File: src/rtl/mem_arbiter.sv
// Arbitrates fetch and load/store requests onto one single-port word memory.
// Optional round-robin arbitration is enabled by defining MEM_ARB_RR_EN.
module mem_arbiter #(
    parameter int unsigned MEM_WORDS = 4096
) (
    input  logic        clk,
    input  logic        reset,
    input  logic        i_req_valid,
    output logic        i_req_ready,
    input  logic [31:0] i_req_addr,
    output logic        i_rsp_valid,
    output logic [31:0] i_rsp_data,
    output logic        i_rsp_err,
    input  logic        d_req_valid,
    output logic        d_req_ready,
    input  logic [31:0] d_req_addr,
    input  logic        d_req_we,
    input  logic [31:0] d_req_wdata,
    input  logic [3:0]  d_req_strb,
    output logic        d_rsp_valid,
    output logic [31:0] d_rsp_data,
    output logic        d_rsp_err,
    output logic        mem_write_enable,
    output logic [31:0] mem_address,
    output logic [31:0] mem_data_in,
    input  logic [31:0] mem_data_out
);

    typedef enum logic [1:0] {StIdle, StAccess, StResp} state_t;

    state_t      state;
    logic        port_q;      // 1 = data port owns the access
    logic        we_q;
    logic        err_q;
    logic [3:0]  strb_q;
    logic [31:0] wdata_q;
    logic [31:0] mem_addr_q;
    logic [31:0] data_in_q;
`ifdef MEM_ARB_RR_EN
    logic        ptr_q;       // 1 = data port preferred on contention
`endif

    logic        grant_d;
    logic        any_req;
    logic [31:0] sel_addr;
    logic [31:0] word_idx;
    logic        accept_err;
    logic [31:0] merged;

    always_comb begin
        any_req = i_req_valid | d_req_valid;
`ifdef MEM_ARB_RR_EN
        if (i_req_valid && d_req_valid) begin
            grant_d = ptr_q;
        end else begin
            grant_d = d_req_valid;
        end
`else
        grant_d = d_req_valid;
`endif
        sel_addr   = grant_d ? d_req_addr : i_req_addr;
        word_idx   = {2'b00, sel_addr[31:2]};
        accept_err = (sel_addr[1:0] != 2'b00) || (word_idx >= MEM_WORDS);
        for (int k = 0; k < 4; k++) begin
            merged[8*k +: 8] = strb_q[k] ? wdata_q[8*k +: 8] : mem_data_out[8*k +: 8];
        end
    end

    assign i_req_ready      = (state == StIdle) && i_req_valid && !grant_d;
    assign d_req_ready      = (state == StIdle) && d_req_valid && grant_d;
    assign mem_address      = mem_addr_q;
    assign mem_data_in      = (state == StAccess) ? merged : data_in_q;
    assign mem_write_enable = (state == StAccess) && we_q && (strb_q != 4'b0000) && !err_q
                              && !reset;

    always_ff @(posedge clk) begin
        if (reset) begin
            state       <= StIdle;
            port_q      <= 1'b0;
            we_q        <= 1'b0;
            err_q       <= 1'b0;
            strb_q      <= 4'b0000;
            wdata_q     <= 32'h0;
            mem_addr_q  <= 32'h0;
            data_in_q   <= 32'h0;
            i_rsp_valid <= 1'b0;
            i_rsp_data  <= 32'h0;
            i_rsp_err   <= 1'b0;
            d_rsp_valid <= 1'b0;
            d_rsp_data  <= 32'h0;
            d_rsp_err   <= 1'b0;
`ifdef MEM_ARB_RR_EN
            ptr_q       <= 1'b0;
`endif
        end else begin
            unique case (state)
                StIdle: begin
                    if (any_req) begin
                        port_q     <= grant_d;
                        we_q       <= grant_d & d_req_we;
                        wdata_q    <= grant_d ? d_req_wdata : 32'h0;
                        strb_q     <= grant_d ? d_req_strb : 4'b0000;
                        err_q      <= accept_err;
                        mem_addr_q <= word_idx;
`ifdef MEM_ARB_RR_EN
                        ptr_q      <= ~grant_d;
`endif
                        state      <= StAccess;
                    end
                end
                StAccess: begin
                    data_in_q <= merged;
                    if (port_q) begin
                        d_rsp_valid <= 1'b1;
                        d_rsp_err   <= err_q;
                        d_rsp_data  <= (!we_q && !err_q) ? mem_data_out : 32'h0;
                    end else begin
                        i_rsp_valid <= 1'b1;
                        i_rsp_err   <= err_q;
                        i_rsp_data  <= err_q ? 32'h0 : mem_data_out;
                    end
                    state <= StResp;
                end
                StResp: begin
                    i_rsp_valid <= 1'b0;
                    d_rsp_valid <= 1'b0;
                    state       <= StIdle;
                end
                default: state <= StIdle;
            endcase
        end
    end

endmodule

File: config.mk
export PLATFORM = sky130hd
export DESIGN_NAME = mem_arbiter
export DESIGN_NICKNAME = d
export VERILOG_FILES = /design/src/rtl/mem_arbiter.sv
export SDC_FILE = /design/constraint.sdc
export NUM_CORES = 1
export LEC_CHECK = 0
export CORE_MARGIN = 4
export CORE_UTILIZATION = 40
export DETAILED_ROUTE_END_ITERATION = 8
export PLACE_DENSITY = 0.71
export SLEW_MARGIN = 20
export SYNTH_ARGS = -nofsm -noshare
export SYNTH_HDL_FRONTEND = slang
export SYNTH_SLANG_ARGS = --single-unit
File: constraint.sdc
create_clock -name clk -period 1.8 [get_ports clk]
set_input_delay 0.36 -clock clk [delete_from_list [all_inputs] [get_ports clk]]
set_output_delay 0.36 -clock clk [all_outputs]
set_load 0.05 [all_outputs]
Word level (Yosys, flattened, before mapping)
Cells that the tools add are included.
Word-level totals
  flip-flop bits (word level): 171
  input port bits: 137
  output and inout port bits: 135
  word-level logic and storage cells: 62
Operators by class
  $lt $le $gt $ge: 1
  equality and inequality tests: 5
  mux-type cells: 16
  bitwise logic cells: 3
  reductions and logical operators: 23
Operator list (count)
  two-way mux 32 bit: 5
  two-way mux 8 bit: 4
  >= comparator 30 x 13 -> 1 bit, second input constant: 1
  AND reduction 2 bit: 5
  logical AND 1 bit: 9
  != test 2 bit, second input constant: 3
  zero test 1 bit: 4
  two-way mux 4 bit: 1
  case mux 1 bit (2 select lines): 2
  case mux 2 bit (2 select lines): 1
  nonzero test 2 bit: 2
  nonzero test 4 bit: 1
  == test 2 x 1 -> 1 bit, second input constant: 1
  == test 2 bit, second input constant: 1
  zero test 2 bit: 1
  two-way mux 1 bit: 2
  two-way mux 2 bit: 1
  AND 1 bit: 1
  logical OR 1 bit: 1
  inverter 1 bit: 1
  OR 1 bit: 1

Longest topological paths before layout
Gate-level depths: netlist (run 1).
  depth in word-level cells: 5
  mapped depth: 6
  gate-level depth less buffers: 4

Worst setup path after synthesis (run 1)
Ideal clock, no wire load.
  path kind: input-to-output
  from: input d_req_valid
  to: output i_req_ready
  arrival time: 2.400 ns
  data required time: 1.440 ns
  setup slack: -0.960 ns
  stages on the path: 3
  buffers on the path: 2
  cells stage by stage: buf_4 > buf_2 > nor4b_1
Between the ends
  word-level cells in the longest chain between the ends: 2
RTL lines
  start: declaration: RTL line 14  | input logic d_req_valid,
  zero test 1 bit: RTL line 69  | assign i_req_ready = (state == StIdle) && i_req_valid && !grant_d;
  logical AND 1 bit: RTL line 69
  end: declaration: RTL line 9  | output logic i_req_ready,
Every way passes these cells.

Worst setup path after layout (run 1)
  from: register state[1]
  to: output mem_data_in[5]
Between the ends
  word-level cells in the longest chain between the ends: 2
RTL lines
  start: declaration: RTL line 31  | state_t state;
  start signal: assignment: RTL line 78  | state <= StIdle;
  start signal: assignment: RTL line 108  | state <= StAccess;
  start signal: assignment: RTL line 122  | state <= StResp;
  == test 2 x 1 -> 1 bit: RTL line 72  | assign mem_data_in = (state == StAccess) ? merged : data_in_q;
  two-way mux 32 bit
  end: declaration: RTL line 25  | output logic [31:0] mem_data_in,
Every way passes these cells.

==> impl_results.md, run 1 <==
* Clk buf depth at 2
* ANT nets after route at 0
* Layout cells sized above 1 at 0.299
* Routed WL per cell at 18.6 µm
* Number of global-route vias before repair at ~6700
* First-pass GRT wire length at 36900 µm
* Setup crit start: state[1]$_SDFFE_PP0P_
* Hpwl dp at between 15000 and 20000 µm
* Failing checks: setup timing
* RSZ-0062 raised after global routing: true
* CP arrival at 1.55 ns
* DR vias at 6778
* Total negative slack at -2.54 ns
* Htree depth at 4
* Area leader, netlist: dfxtp_1
* Max-cap check violation count at 0
* Hold-fix buffers at CTS at 0
* Core Area at 17300 µm²
* Slew Limit Fails at 0
* Reg2Reg Depth at 5
* Syn_area_per_cell at between 9 and 10 µm²
* Tmin final at 1.91 ns
* Starting Density at 0.407
* Req. time, crit path at 1.44 ns
* WS Path Type: reg2out
* Sequential share of the synthesized area at 0.486
* Setup crit start kind: flip-flop
* Commonest cells after routing, fill and taps aside: 165 x dfxtp_1, 143 x buf_4, 134 x clkdlybuf4s50_1, 96 x nand2_1, 75 x nor2_1
* Die ar. at 19800 µm²
* Mapped cell area at 7040 µm²
* Vias per Instance at 5.22
* LEAKAGE at 4.47 nW
* Synth area leaders: dfxtp_1 49%, mux2i_1 8.8%, nand2_1 5.5%, a21oi_1 5.0%, nor2_1 4.2%
* Yosys cell types at 29
* Clk slew on worst S/H paths at approximately 0.070 ns
* I/O pin cnt at 272
* Worst slew pin tran at a little under 0.9 ns
* Gpl congestion at roughly 0.91
* Final hold vios at 0
* Initial antenna violation count at 1
* Rel. slew slack at 0.416
* Worst hold slack at 0.102 ns
* DRC viols at 0
* Clk root buf: clkbuf_16
* R2r endpoint: d_rsp_data[10]$_SDFFE_PP0P_
* Post-Route WL at approximately 24000 µm
* Pwr Density at approximately 960 nW/µm²
* Run status: finished, violations left
* Grt ovf at 0
* Final cell count without fillers at 1299
* CP endpoint kind: primary output
* Starting DRT DRC Count at 377
* Maximum vdd drop at around 680 µV
* Synth Instances at approximately 800
* Fill cells at 1363
* Total power at about 0.011 W
* Yosys Warn Count at 0
* Crit path to: mem_data_in[5]
* Area growth, synth to finish at 64.7%
* Largest net degree at the start of global routing at 89
* Rows at 48
* First-pass detailed-route iteration total at 4
* Dpl cells at 1258
* Overall Global Routing Usage at 0.236
* Flop2flop setup slack at approximately 0.13 ns
* Most common cell after layout, fill and taps aside: dfxtp_1
* Fin nets at 1199
* Synth top area share at 0.486
* Number of buffers created by CTS at 17
* Clock latency on the worst-skew pair at 0.43 ns
* Crit Path Max Fanout at 16
* Part of the cycle the worst path needs at 1.06
* Fmax at 0.525 GHz
* Hold Path Class: in2reg
* Diodes inserted at 0
* Synth Register Bits at ~170
* Skew final at roughly 0.010 ns
* Clock net sink count at 171
* Worst r2r src: state[1]$_SDFFE_PP0P_
* Die height at 141 µm
* Worst setup margin at -0.106 ns
* Port Buffers at 269
* Die X at about 140 µm
* Final setup viols at 33
* CTS tree: yes
[critical path, stage by stage, from the launching register on]
cell and delay (ns):
dfxtp_2 0.35, nand2b_4 0.22, buf_12 0.19, nand2_1 0.11, o21ai_4 0.09, buf_12 0.16
[worst min path at each step]
stage                           startpoint                          end  slack [ns]  cells after the start
6_report                             reset        state[1]$_SDFFE_PP0P_        0.10                      2
3_3_place_gp    d_rsp_data[9]$_SDFFE_PP0P_   d_rsp_data[9]$_SDFFE_PP0P_        0.44                      2
2_1_floorplan      wdata_q[0]$_SDFFE_PP0P_      wdata_q[0]$_SDFFE_PP0P_        0.47                      2
5_1_grt                              reset        state[1]$_SDFFE_PP0P_        0.09                      2
3_5_place_dp   d_rsp_data[19]$_SDFFE_PP0P_  d_rsp_data[19]$_SDFFE_PP0P_        0.44                      2
4_1_cts                              reset        state[1]$_SDFFE_PP0P_        0.09                      2
[timing repair]
item,CTS,global route
cloned,2,0
resized for setup,97,15
pin swaps,2,3
buffers inserted,9,0
endpoints found under the hold margin,0,0
setup endpoints to repair,34,35
[cell type report]
type / count / area, µm² / area share
tap: 225 / 282 / 0.0243
timing repair buffer: 331 / 3460 / 0.299
multi-input combinational: 540 / 3790 / 0.327
clock buffer: 19 / 453 / 0.0391
sequential: 171 / 3440 / 0.297
clock inverter: 12 / 161 / 0.0139
inverter: 1 / 3.75 / 0.000324
[flip-flops by register name, summed over array words and instances, names as in the netlist, 2 cells and up]
register     count
d_rsp_data      32
state            2
strb_q           4
i_rsp_data      32
mem_address     30
data_in_q       32
wdata_q         32
[synth_stat cells]
cell      number
nor4_1         9
and2_1         1
a211oi_2      20
buf_6          6
buf_4         12
inv_2          1
a311oi_1       1
and4bb_1       1
nand3_1       33
nor2b_1       33
o21a_1         1
or2_1          1
a22oi_1       38
buf_2         25
o21ai_0        1
nand2b_2       1
mux2i_1       62
nor2_1        78
nor4b_1        3
nand2b_1       1
dfxtp_1      171
nand2_1      104
a21oi_1       71
nor2_4         2
clkbuf_1      28
o21ai_1       34
conb_1         1
a211oi_1      10
nand3b_1      32
[metrics by stage]
step / instance area (µm²) / utilization / setup WS, ns
after floorplan: 7080 / - / -0.0916
after global placement: 10300 / 0.597 / -0.0563
after detailed placement: 10300 / 0.597 / -0.0155
after CTS: 11500 / 0.665 / -0.111
after global routing: 11600 / 0.670 / -0.156
final: 11600 / 0.670 / -0.106
[power by group]
| part | total [W] | switching, W | internal, W |
|---|---|---|---|
| combinational | 0.00313 | 0.00179 | 0.00134 |
| sequential | 0.00417 | 0.000152 | 0.00402 |
| clock | 0.00382 | 0.00155 | 0.00227 |
| total | 0.0111 | 0.00349 | 0.00763 |
[logic make-up (layout without fill, tap and decap cells)]
group / after synthesis / in the layout / synth area share
AOI/OAI and AO/OA: 176 / 176 / 0.164
buffers and inverters: 72 / 363 / 0.0557
DFF: 171 / 171 / 0.486
muxes: 62 / 62 / 0.0882
other: 1 / 2 / 0.000533
and+or+nand+nor: 299 / 300 / 0.205
[routing by layer]
| metal | GRT usage | part of all wire | routed length [µm] | vias to the layer above |
|---|---|---|---|---|
| li1 | - | - | - | 3273 |
| met1 | 0.308 | 0.43 | 10300 | 3236 |
| met2 | 0.384 | 0.48 | 11700 | 229 |
| met3 | 0.0550 | 0.065 | 1580 | 38 |
| met4 | 0.0831 | 0.022 | 544 | 2 |
| met5 | 0 | 0.00054 | 13 | - |
Power figures use the tool's default switching activity.
==> inputs of run 2 (changes only) <==
- CORE_UTILIZATION: 40 -> 44
- PLACE_DENSITY: 0.71 -> 0.77
==> impl_results.md, run 2 (synthesized netlist as in run 1, its figures left out) <==
* Core Area at 15400 µm² (-11%)
* CP endpoint kind: primary output
* CTS tree: yes
* ANT nets after route at 0 (unchanged)
* Finished Core Util at 0.729 (+0.0586)
* Port Buffers at 269 (unchanged)
* Slowest CP cell: dfxtp_2
* Setup crit start: state[1]$_SDFFE_PP0P_
* Routed WL per cell at 18.9 µm (+1.3%)
* RSZ-0062 raised after global routing: true
* CP arrival at 1.57 ns (+0.02 ns)
* Hpwl dp at 16100 µm (-2.1%)
* Clk slew on worst S/H paths at 0.06 ns (about the same)
* Req. time, crit path at 1.44 ns (about the same)
* Fin nets at 1189 (-0.83%)
* Number of global-route vias before repair at 6803 (+2.1%)
* Final hold vios at 0 (unchanged)
* LEAKAGE at 4.39 nW (-1.8%)
* Slew Limit Fails at 0 (unchanged)
* Worst r2r src: state[1]$_SDFFE_PP0P_
* Final setup viols at 33 (unchanged)
* Htree depth at 4 (unchanged)
* Overall Global Routing Usage at 0.260 (+0.0239)
* Flop2flop setup slack at 0.24 ns (+0.11 ns)
* Setup crit start kind: flip-flop
* Failing checks: setup timing
* Tmin final at 1.93 ns (+0.0244 ns)
* Maximum vdd drop at 702 µV (+3.6%)
* Met3 Usage GRT at 0.0749 (+0.0199)
* Vias per Instance at 5.34 (+2.3%)
* Part of the cycle the worst path needs at 1.07 (+0.0136)
* Diodes inserted at 0 (unchanged)
* Fmax at 0.518 GHz (-1.3%)
* Layout cells sized above 1 at 0.276 (-0.0228)
* Initial antenna violation count at 0 (-1)
* Die height at 134 µm (-4.4%)
* Final cell count without fillers at 1276 (-1.8%)
* DR vias at 6813 (+0.52%)
* Post-place setup slack at -0.00307 ns (+0.0124 ns)
* Max-cap check violation count at 0 (unchanged)
* Skew final at 0.0165 ns (+0.00642 ns)
* Pwr Density at 996 nW/µm² (+3.8%)
* Run status: finished, violations left
* Post-Route WL at 24100 µm (-0.48%)
* Die ar. at 18100 µm² (-8.6%)
* Grt ovf at 0 (unchanged)
* Worst setup margin at -0.130 ns (-0.0244 ns)
* I/O pin cnt at 272 (unchanged)
* Commonest cells after routing, fill and taps aside: 166 x dfxtp_1, 138 x buf_4, 134 x clkdlybuf4s50_1, 99 x nand2_1, 76 x nor2_1
* WS Path Type: reg2out
* Hold Path Class: in2reg
* Die X at 134 µm (-4.4%)
* Starting Density at 0.456 (+0.0493)
* Worst slew pin tran at 0.819 ns (-0.0569 ns)
* R2r endpoint: i_rsp_data[3]$_SDFFE_PP0P_
* Clock latency on the worst-skew pair at 0.43 ns (about the same)
* CP peak stage delay at 0.32 ns (-0.03 ns)
* First-pass detailed-route iteration total at 6 (+2)
* Number of buffers created by CTS at 17 (unchanged)
* Crit Path Max Fanout at 25 (+9)
* Met2 Resource Use GR at 0.410 (+0.0260)
* Reg2Reg Depth at 6 (+1)
* Worst hold slack at 0.122 ns (+0.0210 ns)
* Largest net degree at the start of global routing at 171 (+92%)
* Gpl congestion at 0.875 (-3.5%)
* Crit path cell chain: nand2b_4 -> buf_16 -> o21ai_2 -> buf_12
* Starting DRT DRC Count at 526 (+40%)
* Rel. slew slack at 0.454 (+0.0379)
* Rows at 45 (-6.3%)
* Dpl cells at 1243 (-1.2%)
* First-pass GRT wire length at 36900 µm (+0.21%)
* Crit path to: mem_data_in[13]
* Most common cell after layout, fill and taps aside: dfxtp_1
* Most used routing layer: met2
* Met1 Usage GRT at 0.339 (+0.0311)
* Clk buf depth at 2 (unchanged)
* Clk root buf: clkbuf_16
* DRC viols at 0 (unchanged)
* Clock net sink count at 171 (unchanged)
* Hold Startpoint: reset
* Area growth, synth to finish at 59.7%
run 2: final cells by class:
class / count / area (µm²)
clock buffers: 23 / 468
fillers: 1166 / 4190
inverters: 1 / 3.75
repair buffers: 322 / 3330
multi-input cells: 539 / 3550
flip-flops and latches: 171 / 3440
well taps: 211 / 264
clock inverters: 9 / 185
run 2: timing repair:
action,4_1_cts,5_1_grt
resized for setup,48,22
pin swaps,9,2
hold buffers,0,0
cloned,1,0
buffers inserted,1,0
setup endpoints to repair,34,34
run 2: routing by layer:
metal | part of all wire | up-vias | wire, µm
met1 | 0.42 | 3254 | 10100
met4 | 0.025 | 0 | 610
met5 | 0 | - | 0
met2 | 0.48 | 260 | 11500
li1 | - | 3260 | -
met3 | 0.076 | 39 | 1830
run 2: worst min path at each step:
stage,end,slack (ns),cells after the start
2_1_floorplan,wdata_q[0]$_SDFFE_PP0P_,0.47,2
3_3_place_gp,d_rsp_data[22]$_SDFFE_PP0P_,0.44,2
3_5_place_dp,d_rsp_data[13]$_SDFFE_PP0P_,0.45,2
4_1_cts,state[1]$_SDFFE_PP0P_,0.10,2
5_1_grt,state[1]$_SDFFE_PP0P_,0.12,2
6_report,state[1]$_SDFFE_PP0P_,0.12,2
run 2: report_power, final:
| group | switching (W) | internal (W) | total, W |
|---|---|---|---|
| Clock | 0.00148 | 0.00255 | 0.00403 |
| Sequential | 0.000148 | 0.00402 | 0.00417 |
| Combinational | 0.00174 | 0.00126 | 0.00300 |
run 2: critical path, delay by kind of cell (launching register included):
kind / cells / cell delay, ns
AOI/OAI and AO/OA: 1 / 0.23
DFF: 1 / 0.32
buffers and inverters: 2 / 0.39
and+or+nand+nor: 1 / 0.19
run 2: stage by stage:
| stage | TNS, ns | area, µm² | power (W) |
|---|---|---|---|
| floorplan | -1.98 | 7080 | 0.00582 |
| global placement | 0 | 10300 | 0.00707 |
| detailed placement | -0.00307 | 10300 | 0.00709 |
| CTS | -3.61 | 11100 | 0.0112 |
| global route | -4.68 | 11200 | 0.0116 |
| finish | -2.94 | 11200 | 0.0112 |
